File: src/rtl/serial_pattern_tx_if.sv
// Request/response bundle between a stimulus source and serial_pattern_tx.
// master drives the request fields; slave (the transmitter) drives the serial output and status.
interface serial_pattern_tx_if #(
    parameter int MAX_LEN   = 16,
    parameter int LEN_W     = 5,
    parameter int DIV_WIDTH = 8
);
    logic                 start;
    logic                 abort;
    logic [MAX_LEN-1:0]   pattern;
    logic [LEN_W-1:0]     length;
    logic [3:0]           repeat_count;
    logic [DIV_WIDTH-1:0] div;
    logic                 w_out;
    logic                 busy;
    logic                 done;
    logic [1:0]           state;

    modport master (
        output start, abort, pattern, length, repeat_count, div,
        input  w_out, busy, done, state
    );

    modport slave (
        input  start, abort, pattern, length, repeat_count, div,
        output w_out, busy, done, state
    );
endinterface

File: src/rtl/serial_pattern_tx.sv
// Serial bit-pattern transmitter: shifts a latched pattern out MSB-first, each bit held div+1
// clocks, with optional repeat passes separated by one zero bit period.
module serial_pattern_tx #(
    parameter int MAX_LEN   = 16,
    parameter int LEN_W     = 5,
    parameter int DIV_WIDTH = 8
) (
    input  logic             clock,
    input  logic             resetn,
    serial_pattern_tx_if.slave bus
);
    typedef enum logic [1:0] {
        IDLE = 2'b00,
        SEND = 2'b01,
        GAP  = 2'b10,
        DONE = 2'b11
    } state_t;

    state_t               state_q, state_d;
    logic [MAX_LEN-1:0]   pat_q;
    logic [MAX_LEN-1:0]   shreg_q;
    logic [LEN_W-1:0]     len_q;
    logic [LEN_W-1:0]     bit_cnt_q;
    logic [3:0]           rep_q;
    logic [DIV_WIDTH-1:0] div_q;
    logic [DIV_WIDTH-1:0] tick_q;

    logic [LEN_W-1:0]     len_eff;
    logic [LEN_W-1:0]     shamt;
    logic                 start_ok;
    logic                 tick_hit;
    logic                 bit_last;

    assign len_eff  = (bus.length > LEN_W'(MAX_LEN)) ? LEN_W'(MAX_LEN) : bus.length;
    assign shamt    = LEN_W'(MAX_LEN) - len_eff;
    assign start_ok = bus.start && (bus.length != '0);
    assign tick_hit = (tick_q == div_q);
    assign bit_last = (bit_cnt_q == len_q - LEN_W'(1));

    always_ff @(posedge clock) begin
        if (!resetn) state_q <= IDLE;
        else         state_q <= state_d;
    end

    always_comb begin
        state_d = state_q;
        case (state_q)
            IDLE: if (start_ok) state_d = SEND;
            SEND: begin
                if (bus.abort)                state_d = IDLE;
                else if (tick_hit && bit_last) state_d = (rep_q != 4'd0) ? GAP : DONE;
            end
            GAP: begin
                if (bus.abort)    state_d = IDLE;
                else if (tick_hit) state_d = SEND;
            end
            DONE:    state_d = IDLE;
            default: state_d = IDLE;
        endcase
    end

    // Datapath: the pattern is stored left-aligned so the next bit is always the MSB.
    always_ff @(posedge clock) begin
        if (!resetn) begin
            pat_q     <= '0;
            shreg_q   <= '0;
            len_q     <= '0;
            bit_cnt_q <= '0;
            rep_q     <= '0;
            div_q     <= '0;
            tick_q    <= '0;
        end else begin
            case (state_q)
                IDLE: if (start_ok) begin
                    pat_q     <= bus.pattern;
                    shreg_q   <= bus.pattern << shamt;
                    len_q     <= len_eff;
                    rep_q     <= bus.repeat_count;
                    div_q     <= bus.div;
                    tick_q    <= '0;
                    bit_cnt_q <= '0;
                end
                SEND: begin
                    if (bus.abort) begin
                        tick_q <= '0;
                    end else if (tick_hit) begin
                        tick_q    <= '0;
                        shreg_q   <= shreg_q << 1;
                        bit_cnt_q <= bit_cnt_q + LEN_W'(1);
                    end else begin
                        tick_q <= tick_q + DIV_WIDTH'(1);
                    end
                end
                GAP: begin
                    if (bus.abort) begin
                        tick_q <= '0;
                    end else if (tick_hit) begin
                        tick_q    <= '0;
                        shreg_q   <= pat_q << (LEN_W'(MAX_LEN) - len_q);
                        bit_cnt_q <= '0;
                        rep_q     <= rep_q - 4'd1;
                    end else begin
                        tick_q <= tick_q + DIV_WIDTH'(1);
                    end
                end
                default: tick_q <= '0;
            endcase
        end
    end

    always_comb begin
        bus.w_out = (state_q == SEND) ? shreg_q[MAX_LEN-1] : 1'b0;
        bus.busy  = (state_q == SEND) || (state_q == GAP);
        bus.done  = (state_q == DONE);
        bus.state = state_q;
    end
endmodule
File: src/flat_wrapper.sv
// flat-port wrapper written by rule: the top's interface ports become plain ports
module serial_pattern_tx_flat 
#(
    parameter int MAX_LEN   = 16,
    parameter int LEN_W     = 5,
    parameter int DIV_WIDTH = 8
)
  (clock, resetn, bus_start, bus_abort, bus_pattern, bus_length, bus_repeat_count, bus_div, bus_w_out, bus_busy, bus_done, bus_state);
  serial_pattern_tx_if #(.MAX_LEN(MAX_LEN), .LEN_W(LEN_W), .DIV_WIDTH(DIV_WIDTH)) bus_i ();
  input  logic clock;
  input  logic resetn;
  input wire logic [$bits(bus_i.start)-1:0] bus_start;
  input wire logic [$bits(bus_i.abort)-1:0] bus_abort;
  input wire logic [$bits(bus_i.pattern)-1:0] bus_pattern;
  input wire logic [$bits(bus_i.length)-1:0] bus_length;
  input wire logic [$bits(bus_i.repeat_count)-1:0] bus_repeat_count;
  input wire logic [$bits(bus_i.div)-1:0] bus_div;
  output wire logic [$bits(bus_i.w_out)-1:0] bus_w_out;
  output wire logic [$bits(bus_i.busy)-1:0] bus_busy;
  output wire logic [$bits(bus_i.done)-1:0] bus_done;
  output wire logic [$bits(bus_i.state)-1:0] bus_state;
  assign bus_i.start = bus_start;
  assign bus_i.abort = bus_abort;
  assign bus_i.pattern = bus_pattern;
  assign bus_i.length = bus_length;
  assign bus_i.repeat_count = bus_repeat_count;
  assign bus_i.div = bus_div;
  assign bus_w_out = bus_i.w_out;
  assign bus_busy = bus_i.busy;
  assign bus_done = bus_i.done;
  assign bus_state = bus_i.state;
  serial_pattern_tx #(.MAX_LEN(MAX_LEN), .LEN_W(LEN_W), .DIV_WIDTH(DIV_WIDTH)) u_core (.clock(clock), .resetn(resetn), .bus(bus_i));
endmodule
File: config.mk
export PLATFORM = sky130hd
export DESIGN_NAME = serial_pattern_tx_flat
export DESIGN_NICKNAME = d
export VERILOG_FILES = /design/src/rtl/serial_pattern_tx_if.sv /design/src/rtl/serial_pattern_tx.sv /design/src/flat_wrapper.sv
export SDC_FILE = /design/constraint.sdc
export NUM_CORES = 1
export LEC_CHECK = 0
export BUFFER_PORTS_ARGS = -buffer_cell sky130_fd_sc_hd__buf_2
export CAP_MARGIN = 20
export CORE_ASPECT_RATIO = 1.4
export CORE_UTILIZATION = 41
export CTS_BUF_LIST = sky130_fd_sc_hd__clkbuf_4 sky130_fd_sc_hd__clkbuf_8 sky130_fd_sc_hd__clkbuf_16
export DETAILED_ROUTE_END_ITERATION = 6
export GPL_ROUTABILITY_DRIVEN = 0
export GPL_TIMING_DRIVEN = 0
export HOLD_SLACK_MARGIN = 0.06
export PLACE_DENSITY = 0.58
export SLEW_MARGIN = 20
export SYNTH_ARGS = -nofsm -noshare
export SYNTH_HDL_FRONTEND = slang
export SYNTH_SLANG_ARGS = --single-unit
File: constraint.sdc
create_clock -name clock -period 3.75 [get_ports clock]
set_clock_uncertainty 0.2 [all_clocks]
set_input_delay 0.1875 -clock clock [delete_from_list [all_inputs] [get_ports clock]]
set_output_delay 0.1875 -clock clock [all_outputs]
set_load 0.01 [all_outputs]
==> impl_metrics.env, run 1 <==
export IMPL_status="finished clean"
export IMPL_hpwl_microns=11200
export IMPL_cts_buffers=9
export IMPL_drtIter0Drc=312
export IMPL_synth_edff_count=0
export IMPL_hold_path_class="in2reg"
export IMPL_num_fill_cells=1102
export IMPL_synthTopCellsByArea="dfxtp_1 27%, mux4_2 8.2%, nand2_1 7.8%, a21oi_1 6.1%, mux2i_1 5.8%"
export IMPL_crit_family="compound AO/OA/AOI/OAI gates"
export IMPL_p_per_area_mw_per_mm2=430
export IMPL_clock_power_share=0.403
export IMPL_dieArea_sq_mm=0.0118
export IMPL_cts_root_buf="clkbuf_16"
export IMPL_synth_largest_area_cell="dfxtp_1"
export IMPL_grt_max_degree=12
export IMPL_ys_seq_area_frac=0.274
export IMPL_clock_fmax_mhz=294
export IMPL_syn_nets=635
export IMPL_syn2layout_area_growth_pct=21.5
export IMPL_synth_top_cell_area_share=0.274
export IMPL_totalWireLength_microns=14800
export IMPL_syn_area_sq_mm=0.00468
export IMPL_num_io_pins=42
export IMPL_nNetsFinal=714
export IMPL_clkTransAtPathRegs_ns=0.06
export IMPL_ys_flop_type="dfxtp_1"
export IMPL_min_period_ns=3.40
export IMPL_insertion_delay_ns=0.33
export IMPL_crit_path_start_kind="input pin"
export IMPL_critical_path_class="in2reg"
export IMPL_swShare=0.312
export IMPL_grt_pass1_wl_microns=24200
export IMPL_wire_per_inst_microns=18.2
export IMPL_io_buffers=39
export IMPL_p_seq_frac=0.324
export IMPL_setup_tns_ns=0
export IMPL_ctsHtreeMaxLevel=3
export IMPL_worst_ep_arrival_time_ns=3.40
export IMPL_comb_power_share=0.274
export IMPL_cp_max_fo=10
export IMPL_rsz0062_at_grt="false"
export IMPL_multi_input_area_sq_mm=0.00316
export IMPL_ir_drop_mv=0.291
export IMPL_antenna_found_initial=0
export IMPL_cts_tree="done"
export IMPL_async_reset_ff_frac=0
export IMPL_power_internal_mw=1.68
export IMPL_regArea_sq_mm=0.00128
export IMPL_power_leakage_nw=2.15
export IMPL_cts_setup_buffers=0
export IMPL_max_clock_path_buffers=2
export IMPL_worstMarginPinSlew_ns=0.694
export IMPL_finalWorstSetupSlack_ns=0.346
export IMPL_vias=4730
export IMPL_slew_violations=0
export IMPL_drc=0
export IMPL_cap_violations=0
export IMPL_cp_num_buf_inv=4
export IMPL_std_cell_rows=45
export IMPL_antenna_cells=0
export IMPL_initial_core_util=0.426
export IMPL_coreArea_sq_mm=0.0110
export IMPL_globalRouteOverflowTotal=0
export IMPL_setup_viol_count_final=0
export IMPL_syn_inst=588
export IMPL_cp_required_ns=3.74
export IMPL_track_usage=0.262
export IMPL_post_place_ws_ns=0.0585
export IMPL_crit_chain="buf_2 -> nor2b_2 -> buf_6 -> inv_2 -> buf_1 -> ha_1 -> or4b_1 -> o211ai_1 -> nand2b_2 -> o22ai_1 -> a2111oi_0 -> a21oi_1"
export IMPL_cts_sinks=64
export IMPL_slowest_stage="a2111oi_0"
export IMPL_cpPeakStageDelay_ns=0.52
export IMPL_drive_gt1_frac=0.152
export IMPL_syn_avg_cell_area_sq_um=7.95
export IMPL_die_h_microns=128
export IMPL_hold_violations=0
export IMPL_ant_nets=0
export IMPL_grt_pass1_vias=4788
export IMPL_synth_warnings=0
export IMPL_ys_types=67
export IMPL_die_w_microns=92.3
export IMPL_switching_power_mw=0.763
export IMPL_via_per_inst=5.83
export IMPL_finalCritPeriodShare=0.908
export IMPL_relSlewSlack=0.533
export IMPL_firstDrtPassIters=5
export IMPL_end_kind="flop"
export IMPL_ys_ff_latch=64
worst reg2reg max path, delay by kind of cell, from the launching register on:
kind / cells / cell delay (ns)
muxes: 2 / 0.86
AOI/OAI and AO/OA: 3 / 0.58
xor gates and xnor gates: 1 / 0.51
buffers and inverters: 2 / 0.33
adders and majority gates: 1 / 0.31
DFF: 1 / 0.30
metal layers:
layer / up-vias / routed length, microns / GRT usage
li1: 2296 / - / -
met1: 2234 / 6280 / 0.318
met2: 159 / 7280 / 0.450
met3: 41 / 766 / 0.0508
met4: 0 / 467 / 0.112
met5: - / 0 / 0
final timing paths:
check / start / endpoint / slack, ns / cells after the start
setup / recovery: bus_length[0] / u_core.shreg_q[11] / 0.35 / 12
hold / removal: resetn / u_core.bus.state[1] / 0.10 / 4
setup reg to reg: u_core.len_q[0] / u_core.shreg_q[14] / 0.52 / 9
hold reg to reg: u_core.rep_q[1] / u_core.rep_q[1] / 0.27 / 2
cell usage in the layout (no fill, tap or decap), types with 8 or more instances in the layout:
cell type      count
nand3_1           13
dfxtp_1           64
mux4_2            17
mux2i_1           27
a31oi_1           11
a221oi_1          10
xor2_1             8
ha_1              10
dlygate4sd3_1     29
clkbuf_16          9
buf_2             48
xnor2_1           17
clkbuf_1          17
inv_1             14
nor2b_1           10
o21ai_0           31
a21oi_1           57
nor2_1            50
and3_1             9
nand2_1           97
registers in the layout, summed over array words and instances, names as in the netlist:
| signal | flops |
|---|---|
| u_core.bus.state | 2 |
| u_core.pat_q | 16 |
| u_core.tick_q | 8 |
| u_core.div_q | 8 |
| u_core.bit_cnt_q | 5 |
| u_core.rep_q | 4 |
| u_core.len_q | 5 |
| u_core.shreg_q | 16 |
logic make-up after synthesis:
kind of cell               Yosys count  synth area share
DFF                                 64             0.274
adders and majority gates           10            0.0268
and+or+nand+nor                    234             0.241
AOI/OAI and AO/OA                  154             0.207
buffers and inverters               52            0.0498
muxes                               47             0.147
xor gates and xnor gates            27            0.0538
layout make-up:
type | count | area share
Tap cell | 141 | 0.0311
Inverter | 16 | 0.0106
Timing Repair Buffer | 68 | 0.0855
Buffer | 36 | 0.0304
Clock buffer | 10 | 0.0421
Multi-Input combinational cell | 472 | 0.557
Sequential cell | 64 | 0.226
Clock inverter | 5 | 0.0183
cell usage after synthesis, drive strengths merged (9+ instances only):
library cell	instances
a21oi	57
a221oi	10
a31oi	11
and3	9
buf	19
clkbuf	17
dfxtp	64
ha	10
inv	16
mux2i	27
mux4	17
nand2	97
nand3	14
nor2	51
nor2b	12
o21ai	33
xnor2	18
xor2	9
metrics by stage:
step / power, mW / hold slack, ns / area (sq um) / cells / util
3_3_place_gp: 1.43 / 0.229 / 5050 / 768 / 0.460
3_5_place_dp: 1.44 / 0.238 / 5050 / 768 / 0.460
6_report: 2.44 / 0.105 / 5680 / 812 / 0.517
2_1_floorplan: 1.24 / 0.123 / 4680 / 588 / -
4_1_cts: 2.45 / 0.0978 / 5680 / 812 / 0.517
5_1_grt: 2.56 / 0.128 / 5680 / 812 / 0.517
power by group through the flow:
stage | clock (mW) | combinational (mW) | sequential [mW]
global route | 1.03 | 0.730 | 0.797
global placement | 0 | 0.627 | 0.802
detailed placement | 0 | 0.632 | 0.804
finish | 0.983 | 0.668 | 0.790
CTS | 0.997 | 0.659 | 0.789
floorplan | 0 | 0.454 | 0.789
timing repair:
action | CTS | global route
gates resized for setup | 0 | 0
hold buffers | 29 | 0
endpoints found under the hold margin | 29 | 0
Note: power is estimated with default switching activity, not from simulation.
==> run 2, diff against run 1 <==
--- a/config.mk
+++ b/config.mk
@@ -7,9 +7,10 @@
 export LEC_CHECK = 0
 export BUFFER_PORTS_ARGS = -buffer_cell sky130_fd_sc_hd__buf_2
 export CAP_MARGIN = 20
-export CORE_ASPECT_RATIO = 1.4
+export CORE_ASPECT_RATIO = 0.6
 export CORE_UTILIZATION = 41
 export CTS_BUF_LIST = sky130_fd_sc_hd__clkbuf_4 sky130_fd_sc_hd__clkbuf_8 sky130_fd_sc_hd__clkbuf_16
+export CTS_CLUSTER_SIZE = 24
 export DETAILED_ROUTE_END_ITERATION = 6
 export GPL_ROUTABILITY_DRIVEN = 0
 export GPL_TIMING_DRIVEN = 0
==> impl_metrics.env, run 2 (synthesis results as in run 1) <==
export IMPL_max_clock_path_buffers=2
export IMPL_coreArea_sq_mm=0.0108
export IMPL_die_h_microns=84.7
export IMPL_grt_max_degree=12
export IMPL_antenna_found_initial=0
export IMPL_cap_violations=0
export IMPL_cpPeakStageDelay_ns=0.60
export IMPL_totalWireLength_microns=15600
export IMPL_ir_drop_mv=0.243
export IMPL_worstMarginPinSlew_ns=0.795
export IMPL_antenna_cells=0
export IMPL_worst_ep_arrival_time_ns=3.40
export IMPL_cts_sinks=64
export IMPL_slew_violations=0
export IMPL_slowest_stage="mux4_2"
export IMPL_status="finished clean"
export IMPL_grt_pass1_wl_microns=24800
export IMPL_cts_setup_buffers=0
export IMPL_relSlewSlack=0.470
export IMPL_nNetsFinal=714
export IMPL_clkTransAtPathRegs_ns=0.05
export IMPL_cts_tree="done"
export IMPL_min_from="bus_length[3]"
export IMPL_insertion_delay_ns=0.35
export IMPL_drtIter0Drc=440
export IMPL_io_buffers=39
export IMPL_dieArea_sq_mm=0.0118
export IMPL_num_fill_cells=1063
export IMPL_syn2layout_area_growth_pct=20.3
export IMPL_critical_path_class="reg2reg"
export IMPL_crit_path_start_kind="flop"
export IMPL_end_kind="flop"
export IMPL_grt_pass1_vias=4494
export IMPL_hold_path_class="in2reg"
export IMPL_firstDrtPassIters=5
export IMPL_cp_max_fo=10
export IMPL_final_common_cell="nand2_1"
export IMPL_crit_chain="buf_6 -> inv_2 -> ha_1 -> xor2_1 -> mux4_2 -> mux2i_1 -> o221ai_1 -> a2111oi_2 -> a21oi_1"
export IMPL_min_period_ns=3.38
export IMPL_drc=0
export IMPL_clock_fmax_mhz=296
export IMPL_power_leakage_nw=2.12
export IMPL_ant_nets=0
export IMPL_regToRegStartpoint="u_core.len_q[0]"
export IMPL_utilization=0.520
export IMPL_largestRegisters="u_core.pat_q x16, u_core.shreg_q x16"
export IMPL_cp_required_ns=3.76
export IMPL_p_per_area_mw_per_mm2=409
export IMPL_globalRouteOverflowTotal=0
export IMPL_wire_per_inst_microns=19.3
export IMPL_ctsHtreeMaxLevel=3
export IMPL_hold_violations=0
export IMPL_std_cell_rows=29
export IMPL_via_per_inst=5.99
export IMPL_rsz0062_at_grt="false"
export IMPL_setup_tns_ns=0
export IMPL_cts_root_buf="clkbuf_16"
export IMPL_vias=4855
export IMPL_setup_viol_count_final=0
export IMPL_finalCritPeriodShare=0.902
export IMPL_die_w_microns=140
export IMPL_hpwl_microns=11800
export IMPL_cts_buffers=9
export IMPL_num_io_pins=42
export IMPL_initial_core_util=0.432
export IMPL_drive_gt1_frac=0.155
export IMPL_track_usage=0.275
export IMPL_crit_path_start="u_core.len_q[0]"
export IMPL_final_cell_mix="97 x nand2_1, 64 x dfxtp_1, 57 x a21oi_1"
==> run 2: cell count changes in the layout (fill, tap and decap cells not counted), sizes merged <==
cell,before,now
clkinvlp,0,2
clkbuf,27,30
bufinv,3,0
buf,58,57
inv,17,16
clkinv,1,2
==> run 2: timing repair <==
item,in CTS,in global routing
resized for setup,0,1
endpoints found under the hold margin,29,0
hold buffers,29,0
endpoints found under the setup margin,0,1
==> run 2: report_power, final <==
| group | switching [mW] | internal [mW] | leakage, nW |
|---|---|---|---|
| Sequential | 0.0486 | 0.743 | 0.524 |
| Clock | 0.328 | 0.491 | 0.138 |
| Combinational | 0.420 | 0.271 | 1.46 |
==> run 2: path summary, 6_finish.rpt <==
| path | to | slack (ns) | cells after the start |
|---|---|---|---|
| setup / recovery | u_core.shreg_q[14] | 0.37 | 9 |
| hold / removal | u_core.len_q[3] | 0.09 | 4 |
| setup reg to reg | u_core.shreg_q[14] | 0.37 | 9 |
| hold reg to reg | u_core.div_q[2] | 0.27 | 2 |
==> run 2: worst max-delay path: cells and delay by family, from the launching register on <==
family          cells  cell delay (ns)
compound gates      3             0.67
xor+xnor            1             0.50
fa+ha+maj           1             0.33
buf+inv             2             0.34
flops               1             0.30
mux                 2             0.91
==> run 2: area by class of cell <==
cell class,instances,area (sq um),area share
Inverter,16,60.1,0.0107
Buffer,36,174,0.0309
Tap cell,139,174,0.0309
Timing Repair Buffer,68,485,0.0863
Clock buffer,12,260,0.0463
Sequential cell,64,1280,0.228
Multi-Input combinational cell,472,3160,0.562
Clock inverter,4,28.8,0.00512
==> run 2: routing by layer <==
layer | GRT usage | wire length (microns) | vias to the layer above
li1 | - | - | 2300
met1 | 0.415 | 7760 | 2302
met2 | 0.370 | 6090 | 238
met3 | 0.0833 | 1630 | 15
met4 | 0.0699 | 133 | 0
met5 | 0 | 0 | -
==> run 2: per-stage QoR <==
| stage | cell area, sq um | hold WS [ns] | setup WS, ns | cells | power (mW) |
|---|---|---|---|---|---|
| 3_3_place_gp | 5040 | 0.232 | -0.0484 | 766 | 1.43 |
| 3_5_place_dp | 5040 | 0.237 | -0.0236 | 766 | 1.44 |
| 4_1_cts | 5620 | 0.0787 | 0.324 | 811 | 2.29 |
| 6_report | 5630 | 0.0943 | 0.368 | 811 | 2.30 |
| 2_1_floorplan | 4680 | 0.123 | 0.715 | 588 | 1.24 |
| 5_1_grt | 5630 | 0.107 | 0.170 | 811 | 2.40 |
